### config.mk
export PLATFORM = sky130hd
export DESIGN_NAME = clkdiv_multi_flat
export DESIGN_NICKNAME = d
export VERILOG_FILES = /design/src/rtl/clkdiv_pkg.sv /design/src/rtl/clkdiv_multi_if.sv /design/src/rtl/clkdiv_chan.sv /design/src/rtl/clkdiv_multi.sv /design/src/flat_wrapper.sv
export SDC_FILE = /design/constraint.sdc
export NUM_CORES = 1
export LEC_CHECK = 0
export ABC_CLOCK_PERIOD_IN_PS = 4650
export CORE_ASPECT_RATIO = 1.4
export CORE_MARGIN = 2
export CORE_UTILIZATION = 50
export DETAILED_ROUTE_END_ITERATION = 8
export PLACE_DENSITY = 0.69
export SLEW_MARGIN = 20
export SYNTH_ARGS = -nofsm -noshare
export SYNTH_HDL_FRONTEND = slang
export SYNTH_SLANG_ARGS = --single-unit
export TNS_END_PERCENT = 10
### constraint.sdc
create_clock -name clk -period 4.65 [get_ports clk]
set_clock_uncertainty 0.15 [all_clocks]
set_input_delay 0.93 -clock clk [delete_from_list [all_inputs] [get_ports clk]]
set_output_delay 0.93 -clock clk [all_outputs]
set_load 0.03 [all_outputs]
### src/rtl/clkdiv_pkg.sv
// Shared types and defaults for the multi-channel clock-enable generator (clkdiv_multi).
package clkdiv_pkg;

    localparam int DIV_W_DEF       = 32;
    localparam int DEFAULT_DIV_DEF = 101;

    typedef logic [DIV_W_DEF-1:0] div_t;

    // Divisors 0 and 1 both mean "tick every cycle".
    function automatic div_t eff_div(input div_t d);
        return (d == '0) ? div_t'(1) : d;
    endfunction

endpackage

### src/rtl/clkdiv_multi_if.sv
// Divisor configuration bus for clkdiv_multi: write strobe in, ack/err pulses back.
interface clkdiv_multi_if #(
    parameter int NCH   = 4,
    parameter int DIV_W = 32
);

    localparam int CH_W = $clog2(NCH) | 1;

    // cfg_we is a one-cycle strobe with no ready: the slave accepts every cycle and answers
    // the following cycle with exactly one of cfg_ack (cfg_ch in range) or cfg_err (out of range).
    logic             cfg_we;
    logic [CH_W-1:0]  cfg_ch;
    logic [DIV_W-1:0] cfg_div;
    logic             cfg_ack;
    logic             cfg_err;

    modport master (
        output cfg_we,
        output cfg_ch,
        output cfg_div,
        input  cfg_ack,
        input  cfg_err
    );

    modport slave (
        input  cfg_we,
        input  cfg_ch,
        input  cfg_div,
        output cfg_ack,
        output cfg_err
    );

endinterface

### src/rtl/clkdiv_chan.sv
// One clock-enable channel: period counter, active/pending divisors, tick and optional wave.
// Define CLKDIV_WAVE_EN to build the square-wave flop; otherwise wave is tied low.
module clkdiv_chan
    import clkdiv_pkg::*;
#(
    parameter int DIV_W       = DIV_W_DEF,
    parameter int DEFAULT_DIV = DEFAULT_DIV_DEF
) (
    input  logic             clk,
    input  logic             reset,
    input  logic             en,
    input  logic             wr,
    input  logic [DIV_W-1:0] wr_div,
    output logic             tick,
    output logic             wave
);

    localparam logic [DIV_W-1:0] DIV_RST = DIV_W'(DEFAULT_DIV);
    localparam logic [DIV_W-1:0] ONE     = DIV_W'(1);

    logic [DIV_W-1:0] cnt;
    logic [DIV_W-1:0] active_div;
    logic [DIV_W-1:0] pending_div;
    logic [DIV_W-1:0] pending_nxt;
    logic [DIV_W-1:0] eff;
    logic [DIV_W-1:0] last;
    logic             terminal;

    generate
        if (DIV_W == DIV_W_DEF) begin : g_pkg_eff
            assign eff = eff_div(active_div);
        end else begin : g_local_eff
            assign eff = (active_div == '0) ? ONE : active_div;
        end
    endgenerate

    // cnt stays in 0..E-1, so E-1 never underflows and the increment never wraps.
    assign last        = eff - ONE;
    assign terminal    = en && (cnt == last);
    assign pending_nxt = wr ? wr_div : pending_div;

    always_ff @(posedge clk) begin
        if (!reset) begin
            cnt         <= '0;
            active_div  <= DIV_RST;
            pending_div <= DIV_RST;
            tick        <= 1'b0;
        end else begin
            pending_div <= pending_nxt;
            if (!en) begin
                cnt        <= '0;
                tick       <= 1'b0;
                active_div <= pending_nxt;
            end else if (terminal) begin
                // A write landing on the terminal cycle bypasses straight into the next period.
                cnt        <= '0;
                tick       <= 1'b1;
                active_div <= pending_nxt;
            end else begin
                cnt  <= cnt + ONE;
                tick <= 1'b0;
            end
        end
    end

`ifdef CLKDIV_WAVE_EN
    logic wave_q;

    always_ff @(posedge clk) begin
        if (!reset) begin
            wave_q <= 1'b0;
        end else if (terminal) begin
            wave_q <= ~wave_q;
        end
    end

    assign wave = wave_q;
`else
    assign wave = 1'b0;
`endif

endmodule

### src/rtl/clkdiv_multi.sv
// NCH-channel programmable clock-enable generator; decodes divisor writes and gathers outputs.
// Define CLKDIV_WAVE_EN to add a per-channel square wave; otherwise wave is all zeros.
module clkdiv_multi
    import clkdiv_pkg::*;
#(
    parameter int NCH         = 4,
    parameter int DIV_W       = DIV_W_DEF,
    parameter int DEFAULT_DIV = DEFAULT_DIV_DEF
) (
    input  logic           clk,
    input  logic           reset,
    input  logic [NCH-1:0] ch_en,
    clkdiv_multi_if.slave  cfg,
    output logic [NCH-1:0] tick,
    output logic [NCH-1:0] wave
);

    localparam int              CH_W  = $clog2(NCH) | 1;
    localparam logic [CH_W-1:0] NCH_L = CH_W'(NCH);

    logic           in_range;
    logic [NCH-1:0] wr_sel;

    assign in_range = (cfg.cfg_ch < NCH_L);

    // Out-of-range indices select nothing, so they can never alias onto a real channel.
    always_comb begin
        wr_sel = '0;
        for (int i = 0; i < NCH; i++) begin
            if (cfg.cfg_we && in_range && (cfg.cfg_ch == CH_W'(i))) begin
                wr_sel[i] = 1'b1;
            end
        end
    end

    always_ff @(posedge clk) begin
        if (!reset) begin
            cfg.cfg_ack <= 1'b0;
            cfg.cfg_err <= 1'b0;
        end else begin
            cfg.cfg_ack <= cfg.cfg_we && in_range;
            cfg.cfg_err <= cfg.cfg_we && !in_range;
        end
    end

    for (genvar i = 0; i < NCH; i++) begin : g_ch
        clkdiv_chan #(
            .DIV_W       (DIV_W),
            .DEFAULT_DIV (DEFAULT_DIV)
        ) u_chan (
            .clk    (clk),
            .reset  (reset),
            .en     (ch_en[i]),
            .wr     (wr_sel[i]),
            .wr_div (cfg.cfg_div),
            .tick   (tick[i]),
            .wave   (wave[i])
        );
    end

endmodule

### src/flat_wrapper.sv
// flat-port wrapper written by rule: the top's interface ports become plain ports
module clkdiv_multi_flat import clkdiv_pkg::*;
#(
    parameter int NCH         = 4,
    parameter int DIV_W       = DIV_W_DEF,
    parameter int DEFAULT_DIV = DEFAULT_DIV_DEF
)
  (clk, reset, ch_en, tick, wave, cfg_cfg_we, cfg_cfg_ch, cfg_cfg_div, cfg_cfg_ack, cfg_cfg_err);
  clkdiv_multi_if #(.NCH(NCH), .DIV_W(DIV_W)) cfg_i ();
  input  logic clk;
  input  logic reset;
  input  logic [NCH-1:0] ch_en;
  output logic [NCH-1:0] tick;
  output logic [NCH-1:0] wave;
  input wire logic [$bits(cfg_i.cfg_we)-1:0] cfg_cfg_we;
  input wire logic [$bits(cfg_i.cfg_ch)-1:0] cfg_cfg_ch;
  input wire logic [$bits(cfg_i.cfg_div)-1:0] cfg_cfg_div;
  output wire logic [$bits(cfg_i.cfg_ack)-1:0] cfg_cfg_ack;
  output wire logic [$bits(cfg_i.cfg_err)-1:0] cfg_cfg_err;
  assign cfg_i.cfg_we = cfg_cfg_we;
  assign cfg_i.cfg_ch = cfg_cfg_ch;
  assign cfg_i.cfg_div = cfg_cfg_div;
  assign cfg_cfg_ack = cfg_i.cfg_ack;
  assign cfg_cfg_err = cfg_i.cfg_err;
  clkdiv_multi #(.NCH(NCH), .DIV_W(DIV_W), .DEFAULT_DIV(DEFAULT_DIV)) u_core (.clk(clk), .reset(reset), .ch_en(ch_en), .cfg(cfg_i), .tick(tick), .wave(wave));
endmodule
=== Word-level counts from Yosys, hierarchy flattened ===
Index checks and enable logic that the tools add are counted.

* Bits in registers: 390
* Bits of input ports: 42
* Output and inout bits: 10
* Word-level logic and storage cells: 91

* $add $sub $neg: 8
* $lt $le $gt $ge: 1
* Equality and inequality tests: 11
* Mux-type cells: 24
* Bitwise gates (word level): 5
* Reduce and logical (&&, ||, !) cells: 24

{| class="wikitable"
|+ Operators by type and width
! operator !! number
|-
| 32-bit 2-to-1 mux || 16
|-
| 32-bit by 1-bit adder with 32-bit output, second input constant || 4
|-
| 32-bit == test || 4
|-
| 32-bit zero test || 4
|-
| 32-bit by 1-bit subtractor with 32-bit output, second input constant || 4
|-
| 3-bit OR reduction || 4
|-
| 1-bit logical AND || 10
|-
| 1-bit 2-to-1 mux || 8
|-
| 2-bit by 1-bit inequality test with 1-bit output, second input constant || 4
|-
| 2-bit AND reduction || 4
|-
| 3-bit by 2-bit == test with 1-bit output, second input constant || 2
|-
| 1-bit NOT || 5
|-
| 3-bit by 1-bit == test with 1-bit output, second input constant || 1
|-
| 3-bit zero test || 1
|-
| 3-bit less-than comparator, second input constant || 1
|-
| 1-bit zero test || 1
|}

=== Longest topological paths before layout ===
* Depth in word-level cells: 7
* Gate-level depth with buffers: 18
* Gate-level depth less buffers: 14

=== By module ===
From an unflattened synthesis, not the netlist that was laid out.

* Cell total of the unflattened synthesis: 2322
* Area, all modules: 20907.6 um^2

{| class="wikitable"
|+ By module, submodules not included
! module !! instances !! cells each !! area an instance (um^2) !! sequential area each (um^2)
|-
| clkdiv_chan at u_core.g_ch[0].u_chan ... || 3 || 579 || 5220.0 || 1941.9
|-
| clkdiv_chan at u_core.g_ch[3].u_chan || 1 || 577 || 5138.7 || 1941.9
|-
| clkdiv_multi || 1 || 8 || 108.9 || 40.0
|}

=== Worst setup path before layout ===
OpenSTA, ideal clock, no wires.

* Kind: register -> register
* From: register u_core.g_ch[1].u_chan.active_div[8]
* To: register u_core.g_ch[1].u_chan.active_div[22]
* Library setup time: 0.086 ns
* Arrival time: 4.373 ns
* Setup slack: 0.042 ns
* Cell stages (with the launch flop): 18
* Buffers on the path: 4
* Clock period less this slack: 4.608 ns
* Cells stage by stage: dfxtp_1 > clkbuf_1 > or4_1 > or4_1 > nor3_1 > a21oi_1 > ha_1 > clkbuf_1 > or3b_2 > nor2_1 > nor3_1 > nor2_1 > or4b_1 > nor4b_2 > buf_2 > buf_4 > a311oi_1 > a211oi_1

* Cells in the longest elaborated chain, start to end: 6

{| class="wikitable"
|+ RTL lines
! element !! line !! RTL
|-
| start, declared || clkdiv_chan.sv:22 || <nowiki>logic [DIV_W-1:0] active_div;</nowiki>
|-
| start signal, assigned || clkdiv_chan.sv:53 || <nowiki>active_div <= pending_nxt;</nowiki>
|-
| start signal, assigned || clkdiv_chan.sv:58 || <nowiki>active_div <= pending_nxt;</nowiki>
|-
| 32-bit zero test || clkdiv_pkg.sv:11 || <nowiki>return (d == '0) ? div_t'(1) : d;</nowiki>
|-
| 32-bit 2-to-1 mux (*) || clkdiv_pkg.sv:11 ||
|-
| 32-bit by 1-bit subtractor with 32-bit output (*) || clkdiv_chan.sv:38 || <nowiki>assign last = eff - ONE;</nowiki>
|-
| 32-bit == test (*) || clkdiv_chan.sv:39 || <nowiki>assign terminal = en && (cnt == last);</nowiki>
|-
| 1-bit logical AND (*) || clkdiv_chan.sv:39 ||
|-
| 2-bit by 1-bit inequality test with 1-bit output (no source line) (*) || n/a ||
|}

Every way passes the cells marked *; elsewhere a longest branch is shown, timed or not.
A chain may end at the register's enable or synchronous reset.

=== Worst setup path in the final report ===
* From: register u_core.g_ch[2].u_chan.active_div[24]
* To: register u_core.g_ch[2].u_chan.active_div[26]

* Cells in the longest elaborated chain, start to end: 6

{| class="wikitable"
|+ RTL lines
! element !! line
|-
| start, declared || clkdiv_chan.sv:22
|-
| start signal, assigned || clkdiv_chan.sv:53
|-
| start signal, assigned || clkdiv_chan.sv:58
|-
| 32-bit zero test || clkdiv_pkg.sv:11
|-
| 32-bit 2-to-1 mux (*) || clkdiv_pkg.sv:11
|-
| 32-bit by 1-bit subtractor with 32-bit output (*) || clkdiv_chan.sv:38
|-
| 32-bit == test (*) || clkdiv_chan.sv:39
|-
| 1-bit logical AND (*) || clkdiv_chan.sv:39
|-
| 2-bit by 1-bit inequality test with 1-bit output (no source line) (*) || n/a
|}

Marked as above.

==> metrics <==
final worst slack=between 0.2 and 0.25 ns; post-synthesis average cell area=8.39 µm²; worst hold path class=reg -> reg; initial core utilization=between 50% and 60%; most used cell, CP=or4_1; Synth Instances=about 2400; Die W=172 µm; Least-Margin Pin Slew=roughly 1.1 ns; Die Y=240 µm; Fin Hold WS=0.311 ns; TritonCTS clock tree=built; antenna violations before repair=0; Final Hold Viols=0; Synth top area share=39.3%; Core Area=just under 40000 µm²; n_diodes=0; WL/cell=approximately 20 µm; maximum vdd drop=0.218 mV; worst path required time=4.93 ns; Reg clk slew, reported paths=0.06 ns; GRT Total Usage=about 28%; clock buffer count from CTS=40; max-slew violations=0; Clock Latency Late Sink=0.55 ns; top-count cell post-synth=dfxtp_1; crit-path cells=or4_1 -> nor3b_2 -> and4b_1 -> nor2_1 -> ha_1 -> inv_1 -> nor4_1 -> or4_1 -> and4bb_1 -> nand4_1 -> or4_4 -> o21a_1 -> buf_4 -> o22a_1; register area share after synthesis=between 30% and 40%; fraction of synthesized area in multiplexers=under 10%; Tmin final=4.41 ns; max-cap violations=0; vias in the first global route=about 17000; Ports=between 50 and 60; worst-path fanout max=28; area leader, netlist=dfxtp_1; DPL Wire Length=about 42 mm; dominant synthesized flop cell=dfxtp_1; htree depth=2; area grow syn2layout=13.4%; Util after Layout=a little under three fifths; WP data arrival=between 4 and 5 ns; TritonRoute pass-1 iters=5; Post-Synth Adder-Cell Area=less than 1%; die area=about 41000 µm²; critical path type=reg -> reg; CP max-delay cell=or4_1; fmax=227 MHz; Root Driver=clkbuf_16; Initial DRC Count=between 1000 and 1500; vias per cell=5.90; Simple-Gate Fraction of Synth Area=roughly a quarter; Yosys cell types=87; Remaining Overflow, GRT=0; post-synthesis compound-gate area fraction=16.2%; largest net degree at the start of global routing=75; period utilization=between 90% and 100%; Cell Pwr Density=338 nW/µm²; routability cong.=between 0.9 and 1; P_leak=8.03 nW; FFs w/ async S/R, synth=0%; Synthesis Warnings=0; Post-Synth XOR/XNOR Area=approximately an eighth; outcome=completed; Worst setup EP type=flip-flop; Rel. slew slack=between 20% and 30%; via count=between 15000 and 20000; post-route ant nets=0; Post-synth EDFFs=0; largest cells by area after synthesis=dfxtp_1 39%, xor2_1 5.9%, xnor2_1 5.8%; synthesized flop and latch total=390; largest family of logic cells by synthesized area=simple AND/OR/NAND/NOR gates; pre-CTS worst setup slack=-0.0158 ns; aggregate routed wire length=between 50 and 60 mm; hold_buf cts=0; clk buf depth=3; share of cells above drive strength 1=~9.0%; Startpoint Class=flip-flop; Post-synth top cells=390 x dfxtp_1, 295 x nand2_1, 256 x nor2_1; first-pass GRT wire length=approximately 90 mm; CTS Sinks=between 300 and 400; Tot Pwr=~7.6 mW; Row Count=86; RSZ-0062 raised after global routing=false; setup violators final=0; slowest cell delay on critical path=0.62 ns; final setup TNS=0 ns; mapped cell area=19900 µm²; input/output buffers=47; Final nets=around 2500; DRC violations left=0
cell type report:
type	instances	area, µm²
Multi-Input combinational cell	1796	11400
Clock inverter	17	176
Inverter	28	108
Tap cell	528	661
Timing Repair Buffer	150	1310
Clock buffer	54	1090
Fill cell	3617	16700
Sequential cell	390	7810
layout by cell type (no fill, tap or decap), types with 9 or more instances in the layout:
cell             count
nand4_1             53
clkdlybuf4s50_1     47
xor2_1             133
inv_1               27
nor3_1              51
o22a_1              29
nand2_1            295
o31ai_1             10
nand2b_1            11
xnor2_1            132
mux2i_1             41
nand3_1             92
and3_1              34
or4_1               21
nor4_1              43
or3_1               28
a311oi_1            37
dfxtp_1            390
a2bb2oi_1           58
a21oi_1            105
o21ai_0             26
clkbuf_16           41
and2_1              17
nor2b_1             62
clkinv_2             9
a31oi_1             14
clkbuf_1            11
or2_2               11
nor2_1             255
buf_4               97
a211oi_1            39
a32o_1              12
and4_1              11
critical path, delay by kind of cell (launching register included):
kind	cells	cell delay, ns
simple gates	9	2.68
compound gates	2	0.42
flops	1	0.36
buf+inv	2	0.35
fa+ha+maj	1	0.31
cell families (layout without fill, tap and decap cells):
kind of cell               count (synthesis)  count (layout)
and+or+nand+nor                         1039            1039
AOI/OAI and AO/OA                        432             433
DFF                                      390             390
xor gates and xnor gates                 265             265
buffers and inverters                    185             249
muxes                                     47              47
adders and majority gates                  8               8
other                                      1               4
final timing paths:
| path | start | endpoint | slack [ns] | depth (start not counted) |
|---|---|---|---|---|
| max | u_core.g_ch[2].u_chan.active_div[24] | u_core.g_ch[2].u_chan.active_div[26] | 0.24 | 14 |
| min | u_core.g_ch[2].u_chan.pending_div[20] | u_core.g_ch[2].u_chan.pending_div[20] | 0.31 | 2 |
| max reg2reg | u_core.g_ch[2].u_chan.active_div[24] | u_core.g_ch[2].u_chan.active_div[26] | 0.24 | 14 |
| min reg2reg | u_core.g_ch[2].u_chan.pending_div[20] | u_core.g_ch[2].u_chan.pending_div[20] | 0.31 | 2 |
stage by stage:
| step | cell area [µm²] | std cells |
|---|---|---|
| 3_5_place_dp | 21200 | 2889 |
| 5_1_grt | 22500 | 2963 |
| 2_1_floorplan | 19900 | 2370 |
| 6_report | 22500 | 2963 |
| 3_3_place_gp | 21200 | 2889 |
| 4_1_cts | 22500 | 2960 |
routing by layer:
| layer | vias to the layer above | share of wire [%] | GRT usage (%) |
|---|---|---|---|
| met2 | 450 | 49 | 48.3 |
| met5 | - | 0 | 0 |
| li1 | 8508 | - | - |
| met1 | 8400 | 41 | 33.7 |
| met3 | 135 | 4.6 | 3.62 |
| met4 | 0 | 4.7 | 12.6 |
where the power goes:
part | internal (mW) | total [mW] | switching (mW) | leakage, nW
logic | 0.370 | 0.892 | 0.521 | 4.23
clock network | 1.83 | 3.19 | 1.37 | 0.623
registers | 3.43 | 3.54 | 0.103 | 3.17
total | 5.63 | 7.62 | 1.99 | 8.03
sequential cells by signal, summed over array words and instances (netlist names):
| name | cells |
|---|---|
| u_core.g_ch.u_chan.cnt | 128 |
| u_core.cfg.cfg_ack | 1 |
| u_core.cfg.cfg_err | 1 |
| u_core.g_ch.u_chan.pending_div | 128 |
| u_core.g_ch.u_chan.tick | 4 |
| u_core.g_ch.u_chan.active_div | 128 |
repair_timing:
item                                    4_1_cts  5_1_grt
buffers inserted                              0        2
pin swaps                                     0        2
resized for setup                             1        7
endpoints found under the setup margin        1      122
gates cloned                                  0        1
Note: power is estimated with default switching activity, not from simulation.
